### src/rtl/muladd_arbiter.sv
// Round-robin arbiter sharing one fixed-latency multiply-add datapath between NUM_REQ requesters.
// Optional per-requester saturating grant counters are built when MULADD_ARB_STATS_EN is defined.
module muladd_arbiter #(
    parameter int NUM_REQ = 2,
    parameter int DATA_W  = 32,
    parameter int LATENCY = 1,
    parameter int CNT_W   = 16
) (
    input  logic                      clock,
    input  logic                      reset,
    input  logic                      pause,
    input  logic [NUM_REQ-1:0]        req_valid,
    output logic [NUM_REQ-1:0]        req_ready,
    input  logic [NUM_REQ*DATA_W-1:0] req_a,
    input  logic [NUM_REQ*DATA_W-1:0] req_b,
    input  logic [NUM_REQ*DATA_W-1:0] req_c,
    output logic [DATA_W-1:0]         mac_a,
    output logic [DATA_W-1:0]         mac_b,
    output logic [DATA_W-1:0]         mac_c,
    input  logic [DATA_W-1:0]         mac_y,
    output logic [NUM_REQ-1:0]        rsp_valid,
    output logic [DATA_W-1:0]         rsp_y,
    output logic                      busy,
    output logic [NUM_REQ*CNT_W-1:0]  grant_cnt
);

    localparam int IDX_W = $clog2(NUM_REQ);

    logic [IDX_W-1:0]   r_rr_ptr;
    logic [LATENCY-1:0] r_tag_valid;
    logic [IDX_W-1:0]   r_tag_idx [LATENCY];

    logic               w_found;
    logic [IDX_W-1:0]   w_grant_idx;
    logic               w_xfer;

    // Rotating priority search: first valid requester at or after r_rr_ptr, modulo NUM_REQ.
    always_comb begin : grant_search
        int             v_pos;
        logic [IDX_W-1:0] v_idx;
        // NOTE: every combinational output gets a default first so no path leaves it unassigned (no latch).
        w_found     = 1'b0;
        w_grant_idx = '0;
        v_pos       = 0;
        v_idx       = '0;
        for (int k = 0; k < NUM_REQ; k++) begin
            v_pos = int'(r_rr_ptr) + k;
            if (v_pos >= NUM_REQ) begin
                v_pos = v_pos - NUM_REQ;
            end
            v_idx = IDX_W'(v_pos);
            if (!w_found && req_valid[v_idx]) begin
                w_found     = 1'b1;
                w_grant_idx = v_idx;
            end
        end
    end

    assign w_xfer = w_found & ~pause & ~reset;

    always_comb begin
        req_ready = '0;
        mac_a     = '0;
        mac_b     = '0;
        mac_c     = '0;
        if (w_xfer) begin
            req_ready[w_grant_idx] = 1'b1;
            mac_a = req_a[int'(w_grant_idx)*DATA_W +: DATA_W];
            mac_b = req_b[int'(w_grant_idx)*DATA_W +: DATA_W];
            mac_c = req_c[int'(w_grant_idx)*DATA_W +: DATA_W];
        end
    end

    // NOTE: sequential state uses non-blocking assignments so every register samples pre-edge values.
    always_ff @(posedge clock or posedge reset) begin
        if (reset) begin
            r_rr_ptr    <= '0;
            r_tag_valid <= '0;
        end else begin
            if (w_xfer) begin
                r_rr_ptr <= (w_grant_idx == IDX_W'(NUM_REQ - 1)) ? '0 : w_grant_idx + 1'b1;
            end
            r_tag_valid[0] <= w_xfer;
            for (int i = 1; i < LATENCY; i++) begin
                r_tag_valid[i] <= r_tag_valid[i-1];
            end
        end
    end

    // NOTE: the index payload is not reset; it is only observed when its valid bit is set.
    always_ff @(posedge clock) begin
        r_tag_idx[0] <= w_grant_idx;
        for (int i = 1; i < LATENCY; i++) begin
            r_tag_idx[i] <= r_tag_idx[i-1];
        end
    end

    always_comb begin
        rsp_valid = '0;
        if (r_tag_valid[LATENCY-1]) begin
            rsp_valid[r_tag_idx[LATENCY-1]] = 1'b1;
        end
    end

    assign rsp_y = mac_y;
    assign busy  = ~reset & ((|req_valid) | (|r_tag_valid));

`ifdef MULADD_ARB_STATS_EN
    logic [CNT_W-1:0] r_grant_cnt [NUM_REQ];

    always_ff @(posedge clock or posedge reset) begin
        if (reset) begin
            for (int i = 0; i < NUM_REQ; i++) begin
                r_grant_cnt[i] <= '0;
            end
        end else if (w_xfer && (r_grant_cnt[w_grant_idx] != '1)) begin
            r_grant_cnt[w_grant_idx] <= r_grant_cnt[w_grant_idx] + 1'b1;
        end
    end

    always_comb begin
        grant_cnt = '0;
        for (int i = 0; i < NUM_REQ; i++) begin
            grant_cnt[i*CNT_W +: CNT_W] = r_grant_cnt[i];
        end
    end
`else
    assign grant_cnt = '0;
`endif

endmodule

### config.mk
export PLATFORM = sky130hd
export DESIGN_NAME = muladd_arbiter
export DESIGN_NICKNAME = d
export VERILOG_FILES = /design/src/rtl/muladd_arbiter.sv
export SDC_FILE = /design/constraint.sdc
export NUM_CORES = 1
export LEC_CHECK = 0
export CELL_PAD_IN_SITES_DETAIL_PLACEMENT = 1
export CELL_PAD_IN_SITES_GLOBAL_PLACEMENT = 2
export CORE_AREA = 2 2 154 156
export CTS_CLUSTER_SIZE = 20
export DETAILED_ROUTE_END_ITERATION = 7
export DIE_AREA = 0 0 156 158
export DONT_BUFFER_PORTS = 1
export MAX_ROUTING_LAYER = met4
export PLACE_DENSITY = 0.4
export SYNTH_ARGS = -nofsm -noshare
export SYNTH_HDL_FRONTEND = slang
export SYNTH_SLANG_ARGS = --single-unit
export TNS_END_PERCENT = 5
### constraint.sdc
create_clock -name clock -period 2 [get_ports clock]
set_input_delay 0.4 -clock clock [delete_from_list [all_inputs] [get_ports clock]]
set_output_delay 0.4 -clock clock [all_outputs]
set_load 0.03 [all_outputs]
---- Yosys cells after proc, flatten, opt, wreduce, memory -nomap -nowiden ----
Memory sizes are Yosys's and may differ from the RTL's.
Index checks and enable logic that the tools add are counted.
W data, S select, Z words.
cells by class
  add/subtract/negate cells ............... 4
  multipliers ............................. 0
  div/mod/pow operators ................... 0
  magnitude comparators ................... 8
  equal/unequal tests ..................... 0
  shift operators ......................... 3
  muxes and demuxes ....................... 20
  bitwise gates (word level) .............. 6
  reduce and logical (&&, ||, !) cells .... 5
operators by type and width
  operator               number
  $shiftx A64 B7 Y32     3
  $mux W32               3
  $mux W1                13
  $lt A1 B2 Y1 const B   4
  $mux W2                2
  $and A1 B1 Y1          3
  $logic_and A1 B1 Y1    3
  $add A1 B1 Y2 const B  1
  $demux W1 S1           2
  $ge A1 B1 Y1 const B   2
  $ge A1 B2 Y1 const B   1
  $ge A2 B2 Y1 const B   1
  $not A1 Y1             2
  $reduce_or A2 Y1       1
  $sub A1 B1 Y1 const B  2
  $add A1 B1 Y1 const B  1
  $logic_not A1 Y1       1
  $or A1 B1 Y1           1
word-level totals
  register bits ........................... 2
  latch bits .............................. 0
  memory bits (writable) .................. 1
  bits in read-only memories .............. 0
  input port bits ......................... 229
  output and inout bits ................... 165
  memories kept ........................... 1
memories
  name       words  bits a word  rd ports  clocked after memory_dff  wr ports  RTL line  source
  r_tag_idx  1      1            1         0                         1         31        logic [IDX_W-1:0] r_tag_idx [LATENCY];

---- Depth between registers and ports, before layout ----
  depth in word-level cells ............... 13
  mapped depth ............................ 5
  gate-level depth less buffers ........... 3

---- Least setup slack after synthesis ----
Ideal clock, no wire load.
  kind .................................... register to output
  from .................................... register r_rr_ptr
  to ...................................... output port mac_c[22]
  arrival time ............................ 1.804 ns
  path slack .............................. -0.204 ns
  stages on the path, launching flop included .. 5
  path buffers ............................ 1
  path through ............................ dfrtp_1 inv_2 a2111oi_4 clkbuf_1 a22o_1
on the way
  cells in the longest elaborated chain, start to end .. 11
RTL lines
  element                                                RTL line  source
  start: declaration                                     29        logic [IDX_W-1:0] r_rr_ptr;
  start signal: assignment                               81        r_rr_ptr <= (w_grant_idx == IDX_W'(NUM_REQ - 1)) ? '0 : w_grant_idx + 1'b1;
  branches (longest 10 deep; another with $ge A1 B2 Y1)  --
  $mux W32 (*)                                           66        if (w_xfer) begin
  end: declaration                                       19        output logic [DATA_W-1:0] mac_c,
Every way passes the cells marked *. The select of a mux whose other input is x is not followed.

---- Worst setup path after layout ----
  from .................................... register r_rr_ptr
  to ...................................... output port mac_a[0]
on the way
  cells in the longest elaborated chain, start to end .. 11
RTL lines
  element                                                RTL line  source
  branches (longest 10 deep; another with $ge A1 B2 Y1)  --
  $mux W32 (*)                                           66
  end: declaration                                       17        output logic [DATA_W-1:0] mac_a,
Marked as above.

==> flow_results.xml <==
<?xml version="1.0" encoding="UTF-8"?>
<metrics>
  <group name="run_status">
    <metric name="run_status" unit="">finished with violations</metric>
    <metric name="failed_checks" unit="">setup timing</metric>
  </group>
  <group name="final_layout">
    <metric name="number_of_nets_in_the_finished_design" unit="">493</metric>
    <metric name="layout.cells.most_common" unit="">sky130_fd_sc_hd__a22o_1</metric>
    <metric name="mostFrequentLayoutCells" unit="">sky130_fd_sc_hd__a22o_1 (73), sky130_fd_sc_hd__buf_6 (65), sky130_fd_sc_hd__buf_12 (38)</metric>
    <metric name="finish.utilization" unit="">0.151</metric>
    <metric name="antennaDiodeCount" unit="">0</metric>
    <metric name="areaGrowthSynthToFinish" unit="%">118</metric>
    <metric name="fraction_of_final_layout_cells_with_drive_strength_greater_than_1" unit="">0.544</metric>
    <metric name="n_fill_cell" unit="">2653</metric>
    <metric name="finish.cell_count_without_fillers" unit="">553</metric>
  </group>
  <group name="yosys">
    <metric name="ys.warnings.count" unit="">0</metric>
    <metric name="synth.cell_area" unit="um^2">1600</metric>
    <metric name="synthCells" unit="">197</metric>
    <metric name="synth_seq_area_share" unit="">0.0439</metric>
    <metric name="post_synth.cell_area_avg" unit="um^2">8.11</metric>
    <metric name="synth_cell_type_count" unit="">17</metric>
    <metric name="flops_latches_synth" unit="">3</metric>
  </group>
  <group name="power">
    <metric name="sw_frac_of_total" unit="">0.431</metric>
    <metric name="combPwrFrac" unit="">0.689</metric>
    <metric name="seqPwrFrac" unit="">0.058</metric>
    <metric name="power.share.clock" unit="">0.253</metric>
    <metric name="p_sw" unit="mW">0.553</metric>
    <metric name="p_total" unit="mW">1.28</metric>
    <metric name="power.leakage" unit="nW">1.49</metric>
    <metric name="irDropWorstVdd" unit="mV">0.215</metric>
    <metric name="power_density" unit="nW/um^2">368</metric>
    <metric name="internal_power" unit="mW">0.731</metric>
  </group>
  <group name="sta">
    <metric name="max_freq" unit="MHz">452</metric>
    <metric name="layout_min_cycle_time" unit="ns">2.21</metric>
    <metric name="max_slew_margin" unit="">0.612</metric>
    <metric name="tightest_slew" unit="ns">0.580</metric>
    <metric name="fin_skew" unit="ns">0.000139</metric>
    <metric name="maxSlewViolCount" unit="">0</metric>
    <metric name="final.period_utilization" unit="">1.11</metric>
    <metric name="report.final.setup_viol" unit="">97</metric>
    <metric name="hold_violations" unit="">0</metric>
    <metric name="worst_hold_slack" unit="ns">0.272</metric>
    <metric name="fin_ws" unit="ns">-0.214</metric>
    <metric name="grt_setup_unrepaired" unit="">yes</metric>
  </group>
  <group name="clocking">
    <metric name="cts-buffers-inserted" unit="">3</metric>
    <metric name="clock_sinks" unit="">3</metric>
    <metric name="tritoncts" unit="">built</metric>
    <metric name="maximum_count_of_clock_buffers_along_a_single_path" unit="">2</metric>
    <metric name="clkTransAtPathRegs" unit="ns">0.03</metric>
    <metric name="htree_num_levels" unit="">1</metric>
    <metric name="cts-root-buf" unit="">sky130_fd_sc_hd__clkbuf_16</metric>
    <metric name="clk-insertion-delay-late" unit="ns">0.22</metric>
  </group>
  <group name="route">
    <metric name="drt_first_iter_violations" unit="">57</metric>
    <metric name="postRouteAntennaNets" unit="">0</metric>
    <metric name="drc" unit="">0</metric>
    <metric name="route.vias.total" unit="">1937</metric>
    <metric name="route.detailed.wl_per_inst" unit="um">19.3</metric>
    <metric name="drt_wl_total" unit="um">10700</metric>
    <metric name="detail_route.vias_per_cell" unit="">3.50</metric>
    <metric name="iteration_count_of_the_initial_detailed_routing_pass" unit="">4</metric>
  </group>
  <group name="placement">
    <metric name="dp_cells" unit="">535</metric>
    <metric name="placement.setup.worst_slack" unit="ns">-0.0936</metric>
    <metric name="gp_congestion" unit="">0.733</metric>
    <metric name="hpwlAfterDp" unit="um">7450</metric>
    <metric name="port_buffers" unit="">0</metric>
  </group>
  <group name="die">
    <metric name="top_level_ports" unit="">394</metric>
    <metric name="start_util" unit="">0.0693</metric>
    <metric name="die-height" unit="um">158</metric>
    <metric name="floorplan.die_area" unit="um^2">24600</metric>
    <metric name="rows" unit="">56</metric>
    <metric name="design.core.area" unit="um^2">23100</metric>
    <metric name="die-width" unit="um">156</metric>
  </group>
  <group name="grt">
    <metric name="overflow" unit="">0</metric>
    <metric name="largest_net_degree_at_the_start_of_global_routing" unit="">37</metric>
    <metric name="grt.total_usage" unit="">0.0639</metric>
    <metric name="antenna_found_initial" unit="">0</metric>
    <metric name="wire_length_of_the_first_global_routing_pass" unit="um">11400</metric>
    <metric name="grt_pass1_vias" unit="">1751</metric>
  </group>
  <group name="setup_path">
    <metric name="critical_path_depth" unit="">7</metric>
    <metric name="critical_path.cell_chain" unit="">inv_2 &gt; a2111oi_4 &gt; buf_6 &gt; buf_12 &gt; clkbuf_16 &gt; a22o_1 &gt; buf_12</metric>
    <metric name="worstSetupEndpointType" unit="">output port</metric>
    <metric name="critical_path.reg2reg.endpoint" unit="">r_rr_ptr</metric>
    <metric name="crit_required" unit="ns">1.60</metric>
    <metric name="critPathKind" unit="">flip-flop to output port</metric>
    <metric name="critical-path-slowest-cell" unit="">sky130_fd_sc_hd__dfrtp_1</metric>
    <metric name="cp-endpoint" unit="">mac_a[0]</metric>
    <metric name="critical_path_peak_fanout" unit="">8</metric>
    <metric name="ff2ff_path_depth" unit="">4</metric>
    <metric name="worst_r2r_src" unit="">r_rr_ptr</metric>
    <metric name="critical_path.top_delay_family" unit="">buffers and inverters</metric>
    <metric name="crit_top_cell" unit="">sky130_fd_sc_hd__buf_12</metric>
    <metric name="critPathLaunch" unit="">r_rr_ptr</metric>
    <metric name="crit_path_start_kind" unit="">flip-flop</metric>
    <metric name="arrival" unit="ns">1.81</metric>
    <metric name="setup.reg_to_reg.worst_slack" unit="ns">0.62</metric>
    <metric name="slowest_delay" unit="ns">0.41</metric>
    <metric name="crit_buf_inv" unit="">5</metric>
  </group>
  <group name="min_path">
    <metric name="worstHoldPathType" unit="">input pin to flip-flop</metric>
  </group>
  <group name="flow_run">
    <metric name="timing.max_cap.violations" unit="">0</metric>
  </group>
</metrics>
-- area by class of cell --
type	instances	area [um^2]	area share
clock buffers	4	78.8	0.0226
inverters	4	15.0	0.00430
multi-input cells	137	1260	0.361
flip-flops and latches	3	70.1	0.0201
well taps	290	363	0.104
repair buffers	115	1710	0.489
-- Yosys cell counts --
cell type | number | share of area
sky130_fd_sc_hd__a22o_1 | 96 | 0.53
sky130_fd_sc_hd__a21oi_1 | 1 | 0.0031
sky130_fd_sc_hd__nor2_1 | 1 | 0.0023
sky130_fd_sc_hd__inv_2 | 1 | 0.0023
sky130_fd_sc_hd__conb_1 | 1 | 0.0023
sky130_fd_sc_hd__buf_2 | 4 | 0.013
sky130_fd_sc_hd__and2_1 | 1 | 0.0039
sky130_fd_sc_hd__a211oi_1 | 1 | 0.0047
sky130_fd_sc_hd__o21bai_1 | 1 | 0.0047
sky130_fd_sc_hd__buf_4 | 67 | 0.31
sky130_fd_sc_hd__a2111oi_4 | 2 | 0.034
sky130_fd_sc_hd__dfxtp_1 | 1 | 0.013
sky130_fd_sc_hd__nor2b_1 | 1 | 0.0039
sky130_fd_sc_hd__nor3_1 | 1 | 0.0031
sky130_fd_sc_hd__clkbuf_1 | 13 | 0.031
sky130_fd_sc_hd__dfrtp_1 | 2 | 0.031
sky130_fd_sc_hd__inv_1 | 3 | 0.0070
-- flip-flops by register name (all words and copies together) (netlist names) --
register,count
r_rr_ptr,1
r_tag_valid,1
r_tag_idx,1
-- stage by stage --
stage               area (um^2)  TNS (ns)
finish                     3490    -16.66
global route               3490    -24.84
CTS                        3040    -20.31
detailed placement         2700     -3.71
global placement           2700  -0.00542
floorplan                  1720    -0.932
-- power by group through the flow --
stage,combinational (mW),clock [mW],sequential [mW]
floorplan,0.622,0,0.0730
global placement,0.721,0,0.0732
detailed placement,0.729,0,0.0746
CTS,0.791,0.322,0.0739
global route,0.918,0.340,0.0751
finish,0.885,0.325,0.0747
-- routing by layer --
metal  global-route usage  share of wire
met4               0.0118         0.0048
met3               0.0109          0.093
met5                    -              0
met1               0.0588           0.31
met2                0.136           0.59
-- worst reg2reg max path, cell delays in order (launching register included) --
cell	delay, ns
sky130_fd_sc_hd__dfrtp_1	0.42
sky130_fd_sc_hd__a2111oi_4	0.33
sky130_fd_sc_hd__buf_6	0.21
sky130_fd_sc_hd__buf_12	0.22
sky130_fd_sc_hd__o21bai_1	0.14
-- worst min path at each step --
stage / depth (start not counted) / from / to
CTS: 1 / pause / r_tag_valid
global placement: 1 / reset / r_tag_valid
finish: 1 / req_valid[0] / r_tag_idx[0]
detailed placement: 1 / reset / r_tag_valid
global route: 1 / req_valid[0] / r_tag_idx[0]
floorplan: 1 / reset / r_rr_ptr
-- timing repair --
item                                    CTS  global route
endpoints found under the setup margin   97            97
gates resized for setup                  36            64
hold endpoints to repair                  2             0
cloned                                    2             5
buffers inserted                          4             2
pin swaps                                23            38
hold buffers                              1             0
-- cells by family (layout without fill, tap and decap cells) --
family          Yosys count  in the layout  synth area share
other cells               1             32           0.00235
simple gates              4              4            0.0133
flops                     3              3            0.0439
buf+inv                  88            123             0.367
compound gates          101            101             0.573
No activity file was read; power rests on OpenSTA's default activity.
